<file path="src/rtl/uart_byte_rx.sv">
// 8N1 UART receiver: 2-FF synchroniser, 16x oversampling with 3-sample majority vote,
// baud rate chosen by Baud_set and latched at the start edge.
module uart_byte_rx #(
  parameter int CLK_FREQ_HZ = 50_000_000
) (
  input  logic       Clk,
  input  logic       Reset_n,
  input  logic       uart_rx,
  input  logic [2:0] Baud_set,
  output logic [7:0] Data,
  output logic       Rx_done,
  output logic       Frame_err
);

  localparam int DIV_MAX = CLK_FREQ_HZ / (9600 * 16);
  localparam int DW      = (DIV_MAX < 2) ? 1 : $clog2(DIV_MAX);

  typedef enum logic [1:0] {IDLE, START, DATA, STOP} state_t;

  function automatic int baud_div(input int code);
    int baud;
    case (code)
      1:       baud = 19200;
      2:       baud = 38400;
      3:       baud = 57600;
      4:       baud = 115200;
      default: baud = 9600;
    endcase
    return CLK_FREQ_HZ / (baud * 16);
  endfunction

  // Terminal count (DIV-1) of the oversample divider for each Baud_set code
  logic [DW-1:0] div_last [8];

  genvar gi;
  generate
    for (gi = 0; gi < 8; gi++) begin : g_div_lut
      assign div_last[gi] = DW'(baud_div(gi) - 1);
    end
  endgenerate

  logic          sync1_reg;
  logic          rx_s_reg;
  logic          rx_s_d_reg;
  state_t        state_reg;
  logic [2:0]    baud_reg;
  logic [DW-1:0] div_cnt_reg;
  logic [3:0]    tick_cnt_reg;
  logic [2:0]    bit_cnt_reg;
  logic [1:0]    samp_reg;
  logic [7:0]    shreg_reg;

  logic start_edge;
  logic tick;
  logic vote;
  logic mid_bit;
  logic bit_end;

  assign start_edge = rx_s_d_reg & ~rx_s_reg;
  assign tick       = (state_reg != IDLE) && (div_cnt_reg == div_last[baud_reg]);
  // Third sample is the live synchronised line at tick 9
  assign vote       = (samp_reg[0] & samp_reg[1]) | (samp_reg[0] & rx_s_reg) |
                      (samp_reg[1] & rx_s_reg);
  assign mid_bit    = tick && (tick_cnt_reg == 4'd9);
  assign bit_end    = tick && (tick_cnt_reg == 4'd15);

  always_ff @(posedge Clk or negedge Reset_n) begin
    if (!Reset_n) begin
      sync1_reg  <= 1'b1;
      rx_s_reg   <= 1'b1;
      rx_s_d_reg <= 1'b1;
    end else begin
      sync1_reg  <= uart_rx;
      rx_s_reg   <= sync1_reg;
      rx_s_d_reg <= rx_s_reg;
    end
  end

  always_ff @(posedge Clk or negedge Reset_n) begin
    if (!Reset_n) begin
      state_reg    <= IDLE;
      baud_reg     <= 3'd0;
      div_cnt_reg  <= '0;
      tick_cnt_reg <= 4'd0;
      bit_cnt_reg  <= 3'd0;
      samp_reg     <= 2'b00;
      shreg_reg    <= 8'h00;
      Data         <= 8'h00;
      Rx_done      <= 1'b0;
      Frame_err    <= 1'b0;
    end else begin
      Rx_done   <= 1'b0;
      Frame_err <= 1'b0;

      if (state_reg == IDLE || tick) div_cnt_reg <= '0;
      else                           div_cnt_reg <= div_cnt_reg + DW'(1);

      if (tick) begin
        tick_cnt_reg <= tick_cnt_reg + 4'd1;
        if (tick_cnt_reg == 4'd7) samp_reg[0] <= rx_s_reg;
        if (tick_cnt_reg == 4'd8) samp_reg[1] <= rx_s_reg;
      end

      case (state_reg)
        IDLE: begin
          tick_cnt_reg <= 4'd0;
          if (start_edge) begin
            state_reg <= START;
            baud_reg  <= Baud_set;
          end
        end
        START: begin
          if (mid_bit && vote) begin
            state_reg <= IDLE;
          end else if (bit_end) begin
            state_reg   <= DATA;
            bit_cnt_reg <= 3'd0;
          end
        end
        DATA: begin
          if (mid_bit) shreg_reg <= {vote, shreg_reg[7:1]};
          if (bit_end) begin
            bit_cnt_reg <= bit_cnt_reg + 3'd1;
            if (bit_cnt_reg == 3'd7) state_reg <= STOP;
          end
        end
        STOP: begin
          // Leave mid-stop-bit so a back-to-back start edge is not missed
          if (mid_bit) begin
            if (vote) begin
              Data    <= shreg_reg;
              Rx_done <= 1'b1;
            end else begin
              Frame_err <= 1'b1;
            end
            state_reg <= IDLE;
          end
        end
        default: state_reg <= IDLE;
      endcase
    end
  end

endmodule

</file>
<file path="config.mk">
export PLATFORM = sky130hd
export DESIGN_NAME = uart_byte_rx
export DESIGN_NICKNAME = d
export VERILOG_FILES = /design/src/rtl/uart_byte_rx.sv
export SDC_FILE = /design/constraint.sdc
export NUM_CORES = 1
export LEC_CHECK = 0
export CORE_UTILIZATION = 45
export DETAILED_ROUTE_END_ITERATION = 7
export GPL_TIMING_DRIVEN = 1
export MAX_ROUTING_LAYER = met4
export REMOVE_ABC_BUFFERS = 1
export SLEW_MARGIN = 0
export SYNTH_ARGS = -nofsm -noshare
export SYNTH_HDL_FRONTEND = slang
export SYNTH_SLANG_ARGS = --single-unit
</file>
<file path="constraint.sdc">
create_clock -name Clk -period 3.7 [get_ports Clk]
set_clock_uncertainty 0.15 [all_clocks]
set_input_delay 0.74 -clock Clk [delete_from_list [all_inputs] [get_ports Clk]]
set_output_delay 0.74 -clock Clk [all_outputs]
set_load 0.05 [all_outputs]
</file>
==> summary.md, run 1 <==
| Metric | Value |
|---|---|
| DR DRC count | `0` |
| Max Clk Rate | `0.343 GHz` |
| Worst hold path type | `reg -> reg` |
| PortBufs | `15` |
| Flops & latches, synth | `44` |
| Peak supply drop | `266 uV` |
| CTS H-tree depth | `2` |
| Share of layout cells above drive strength 1 | `17.4%` |
| Fin Hold WS | `0.211 ns` |
| Grt total ovfl | `0` |
| Met3 usage | `4.83%` |
| Psw | `0.471 mW` |
| # fillers | `428` |
| Placer's final routability congestion estimate | `0.881` |
| Pre-CTS setup slack | `0.767 ns` |
| Status | `finished, final reports clean` |
| Hold buffers post-CTS | `0` |
| Worst path arrival time | `2.94 ns` |
| DR pass1 iterations | `4` |
| Vias in the first global route | `1573` |
| Clock Tree Buf Depth | `2` |
| GRT Util Overall | `19.3%` |
| Critical Path, Cell by Cell | `inv_1, ha_1, nor2b_1, a2bb2oi_1, o2111ai_2, nor4_4, mux2_2` |
| Ys async rst share | `100%` |
| DR WL/cell | `15.6 um` |
| Vias per inst | `5.56` |
| CP delay by family, top | `simple AND/OR/NAND/NOR gates` |
| Worst path required time | `3.73 ns` |
| Gr busiest metal | `met2` |
| Post-CTS sizing | `0` |
| Setup TNS Final | `0 ns` |
| Syn Inst Count | `203` |
| GR Util met2 | `30.7%` |
| Worst Path Buf+Inv | `1` |
| Post-CTS Setup Bufs | `0` |
| CP Launch Type | `flop` |
| Die width | `73.1 um` |
| Area grow syn2layout | `13.9%` |
| Starting Density | `47.6%` |
| Largest net degree at the start of global routing | `45` |
| Post-layout util | `54.2%` |
| Routed Antenna Nets | `0` |
| M1 GR Usage | `24.9%` |
| Register area share after synthesis | `48.5%` |
| Crit Path Category | `reg -> reg` |
| Die H | `73.1 um` |
| Mapped cell area | `2280 um^2` |
| Comb pwr share | `26.3%` |
| Endpoint type of the worst setup path | `flop` |
| CTS tree | `built` |
| Synth Warn # | `0` |
| Worst skew pair latency | `0.29 ns` |
| Final Critical Period | `2.92 ns` |
| Clock power frac | `28.4%` |
| Total die area | `5350 um^2` |
| CTS sink count | `44` |
| Max_cap viols | `0` |
| Max-slew headroom | `36.7%` |
| Yosys cell types | `46` |
| Syn avg cell area | `11.2 um^2` |
| LEAKAGE | `1.15 nW` |
| Setup-failing EPs final | `0` |
| Detailed Route WL | `4480 um` |
| Endpoints failing hold | `0` |
| Cell row count | `25` |
| Switching share of power | `34.6%` |
| 1st-iter DRT viols | `132` |
| Net total in the final layout | `233` |
| CP Max Fanout | `12` |
| Reg clk slew, reported paths | `0.08 ns` |
| Number of inserted diodes | `0` |
| CORE AREA | `4790 um^2` |
| Largest register FFs | `9` |
| Worst Tran Pin Value | `0.949 ns` |
| Period utilization | `78.8%` |
| Post-synth EDFFs | `0` |
| Int Pwr | `0.892 mW` |
| Final worst setup slack | `0.785 ns` |
| Top_reg_cell synth | `dfrtp_1` |
| Crit-path slowest cell | `nor4_4` |
| Slew Limit Fails | `0` |
| Crit path largest cell delay | `0.69 ns` |
| IO Count | `16` |
| Vias | `1590` |
| Global-route wire length before repair | `7590 um` |
| Flop pwr share | `45.3%` |
| RSZ-0062 raised after global routing | `no` |
| Root buffer cell | `clkbuf_8` |
| Power Density | `525 nW/um^2` |
| Inserted Clock Buffers | `5` |
| Initial antenna violation count | `0` |
| Dpl hpwl | `3130 um` |
logic make-up (layout without fill, tap and decap cells):
logic type	Yosys count	after routing	synth area share, %
AOI/OAI and AO/OA	28	28	9.68
xor gates and xnor gates	9	9	3.46
adders and majority gates	10	10	5.39
buffers and inverters	17	33	3.30
DFF	44	44	48.5
muxes	24	24	11.6
and+or+nand+nor	71	71	18.0
Yosys cell counts (4+ instances only):
master | number | area [um^2]
dfrtp_1 | 41 | 1030
mux2_2 | 19 | 214
nand2_1 | 17 | 63.8
nand3_1 | 12 | 60.1
ha_1 | 9 | 113
inv_1 | 9 | 33.8
nor3_1 | 9 | 45.0
nand4_1 | 7 | 43.8
mux2i_1 | 5 | 50.1
o31ai_1 | 5 | 37.5
xnor2_1 | 5 | 43.8
a21oi_1 | 4 | 20.0
clkbuf_1 | 4 | 15.0
nor2_1 | 4 | 15.0
xor2_1 | 4 | 35.0
routing by layer:
layer | part of all wire, % | vias to the layer above
met4 | 0.18 | 0
li1 | - | 772
met5 | 0 | -
met2 | 48 | 31
met3 | 3.8 | 2
met1 | 48 | 785
placed cells by master (no fill, tap or decap), types with 4 or more instances in the layout:
cell type	netlist	final
nand2_1	17	17
nand4_1	7	7
clkbuf_8	0	6
nor3_1	9	9
a21oi_1	4	4
nor2_1	4	4
ha_1	9	9
o31ai_1	5	5
mux2_2	19	19
clkdlybuf4s50_1	0	14
inv_1	9	9
nand3_1	12	12
dfrtp_1	41	41
xor2_1	4	4
xnor2_1	5	5
mux2i_1	5	5
final timing paths:
path / startpoint / depth (start not counted) / slack (ns) / end
min: sync1_reg / 0 / 0.21 / rx_s_reg
min reg2reg: sync1_reg / 0 / 0.21 / rx_s_reg
min in group asynchronous: Reset_n / 1 / 0.44 / shreg_reg[2]
max reg2reg: baud_reg[0] / 7 / 0.78 / Data[7]
max in group asynchronous: Reset_n / 1 / 2.37 / samp_reg[1]
max: baud_reg[0] / 7 / 0.78 / Data[7]
power groups by stage:
stage	combinational, mW	sequential, mW	clock (mW)
final	0.359	0.617	0.387
after global routing	0.402	0.629	0.415
after CTS	0.362	0.615	0.396
after detailed placement	0.358	0.623	0
after global placement	0.348	0.622	0
after floorplan	0.276	0.603	0
final cells by class:
class	count	area (um^2)	share of cell area, %
Multi-Input combinational cell	142	1100	42.3
Clock buffer	6	82.6	3.19
Clock inverter	2	38.8	1.50
Inverter	9	33.8	1.30
Tap cell	67	83.8	3.23
Timing Repair Buffer	16	153	5.89
Sequential cell	44	1100	42.6
metrics by stage:
step | area [um^2] | total power, mW | cells
2_1_floorplan | 2230 | 0.879 | 195
3_3_place_gp | 2470 | 0.970 | 278
3_5_place_dp | 2470 | 0.981 | 278
4_1_cts | 2590 | 1.37 | 286
5_1_grt | 2590 | 1.45 | 286
6_report | 2590 | 1.36 | 286
Note: power is estimated with default switching activity, not from simulation.
==> inputs of run 2 (changes only) <==
- PLACE_DENSITY: default -> 0.66
- clock period: 3.7 -> 2.4 ns (I/O delays scaled with it)
==> summary.md, run 2 (synthesized netlist as in run 1, its figures left out) <==
| Metric | Value |
|---|---|
| Endpoints failing hold | `0` |
| Final instance area | `2970 um^2` |
| Pre-CTS setup slack | `-0.0553 ns` |
| Setup TNS Final | `0 ns` |
| Die H | `73.1 um` |
| Worst path required time | `2.47 ns` |
| Initial antenna violation count | `0` |
| Most frequent cells in the layout | `dfrtp_1, buf_4, mux2_2` |
| Vias in the first global route | `1631` |
| Routed Antenna Nets | `0` |
| PortBufs | `15` |
| Total die area | `5350 um^2` |
| Starting Density | `47.6%` |
| Power Density | `779 nW/um^2` |
| CTS sink count | `44` |
| Largest register FFs | `9` |
| Endpoint type of the worst setup path | `flop` |
| Cell row count | `25` |
| # fillers | `386` |
| DR WL/cell | `15.7 um` |
| Worst Path Buf+Inv | `4` |
| Peak supply drop | `413 uV` |
| Max Clk Rate | `0.425 GHz` |
| Critical Path, Cell by Cell | `inv_2, ha_4, nor2b_1, o22a_1, o21ai_4, buf_6, buf_4, nor3_4, buf_4, nor3_2` |
| Dpl hpwl | `3290 um` |
| IO Count | `16` |
| Global-route wire length before repair | `7840 um` |
| Die width | `73.1 um` |
| Crit path largest cell delay | `0.41 ns` |
| Vias per inst | `5.39` |
| CORE AREA | `4790 um^2` |
| Placer's final routability congestion estimate | `0.813` |
| Worst Tran Pin Value | `0.501 ns` |
| GRT Util Overall | `20.4%` |
| Final Critical Period | `2.35 ns` |
| Max_cap viols | `0` |
| CP Launch Type | `flop` |
| Clock Tree Buf Depth | `2` |
| CP delay by family, top | `buffers and inverters` |
| DR DRC count | `0` |
| Worst hold path type | `reg -> reg` |
| Most used cell, CP | `buf_4` |
| Period utilization | `98.0%` |
| 1st-iter DRT viols | `121` |
| Status | `finished, final reports clean` |
| DR pass1 iterations | `4` |
| CTS tree | `built` |
| Largest net degree at the start of global routing | `19` |
| Worst skew pair latency | `0.30 ns` |
| Final Power | `2.31 mW` |
| Area grow syn2layout | `30.5%` |
| LEAKAGE | `1.32 nW` |
| Detailed Route WL | `4930 um` |
| Final worst setup slack | `0.0484 ns` |
| Grt total ovfl | `0` |
| CP Max Fanout | `9` |
| Slew Limit Fails | `0` |
| Most common cell after layout, fill and taps aside | `dfrtp_1` |
| RSZ-0062 raised after global routing | `yes` |
| Number of inserted diodes | `0` |
| Crit Path Category | `reg -> reg` |
| Vias | `1694` |
| CTS H-tree depth | `2` |
| FF/Latch Area | `1110 um^2` |
| Reg clk slew, reported paths | `0.09 ns` |
| Multi-input logic area | `1270 um^2` |
| Root buffer cell | `clkbuf_8` |
| Crit-path slowest cell | `dfrtp_1` |
| Worst path arrival time | `2.43 ns` |
| Placed cell areas | `2630 um^2` |
| Max-slew headroom | `66.5%` |
| Share of layout cells above drive strength 1 | `37.7%` |
| Setup-failing EPs final | `0` |
| Inserted Clock Buffers | `5` |
| Net total in the final layout | `261` |
[run 2: cell count changes in the layout (fill, tap and decap cells not counted), moves of 3 or more]
cell and delta:
buf_4 +23, buf_6 +4, ha_1 -3, nor3_1 -7, nor3_2 +6, nor4_1 -3
[run 2: metrics by stage]
stage / instances / utilization (%) / hold WS [ns]
global placement: 299 / 54.9 / 0.196
detailed placement: 299 / 54.9 / 0.204
floorplan: 195 / - / 0.0344
global route: 314 / 62.0 / 0.227
finish: 314 / 62.0 / 0.215
CTS: 309 / 58.3 / 0.217
[run 2: cell type report]
cell class	count	share of cell area, %
Multi-Input combinational cell	142	42.7
Sequential cell	44	37.3
Timing Repair Buffer	44	12.8
Tap cell	67	2.82
Clock buffer	6	2.78
Inverter	9	1.14
Clock inverter	2	0.506
[run 2: worst paths after layout]
check                            start             end  cells past startpoint  slack (ns)
max                        baud_reg[1]  div_cnt_reg[7]                     10        0.05
min                          sync1_reg        rx_s_reg                      0        0.21
max reg2reg                baud_reg[1]  div_cnt_reg[7]                     10        0.05
min reg2reg                  sync1_reg        rx_s_reg                      0        0.21
max in group asynchronous      Reset_n         Data[5]                      3        1.06
min in group asynchronous      Reset_n     baud_reg[0]                      2        0.48
[run 2: power by group]
group / total [mW] / switching, mW / leakage (nW) / internal (mW)
Clock: 0.499 / 0.266 / 0.0434 / 0.233
Combinational: 0.885 / 0.483 / 0.704 / 0.402
Sequential: 0.927 / 0.0998 / 0.577 / 0.828
Total: 2.31 / 0.849 / 1.32 / 1.46
[run 2: repair_timing]
action                                  4_1_cts  5_1_grt
gates cloned                                  0        1
gates resized for setup                      10       28
hold buffers                                  1        0
pin swaps                                     1        8
buffers inserted                              1        4
endpoints found under the setup margin       29       31
hold endpoints to repair                     13        0
[run 2: per-layer routing]
metal  share of wire [%]  global-route usage [%]
met1                  50                    28.5
met2                  44                    28.5
met3                 4.2                    4.70
met4                 2.0                    8.06
met5                   0                       -
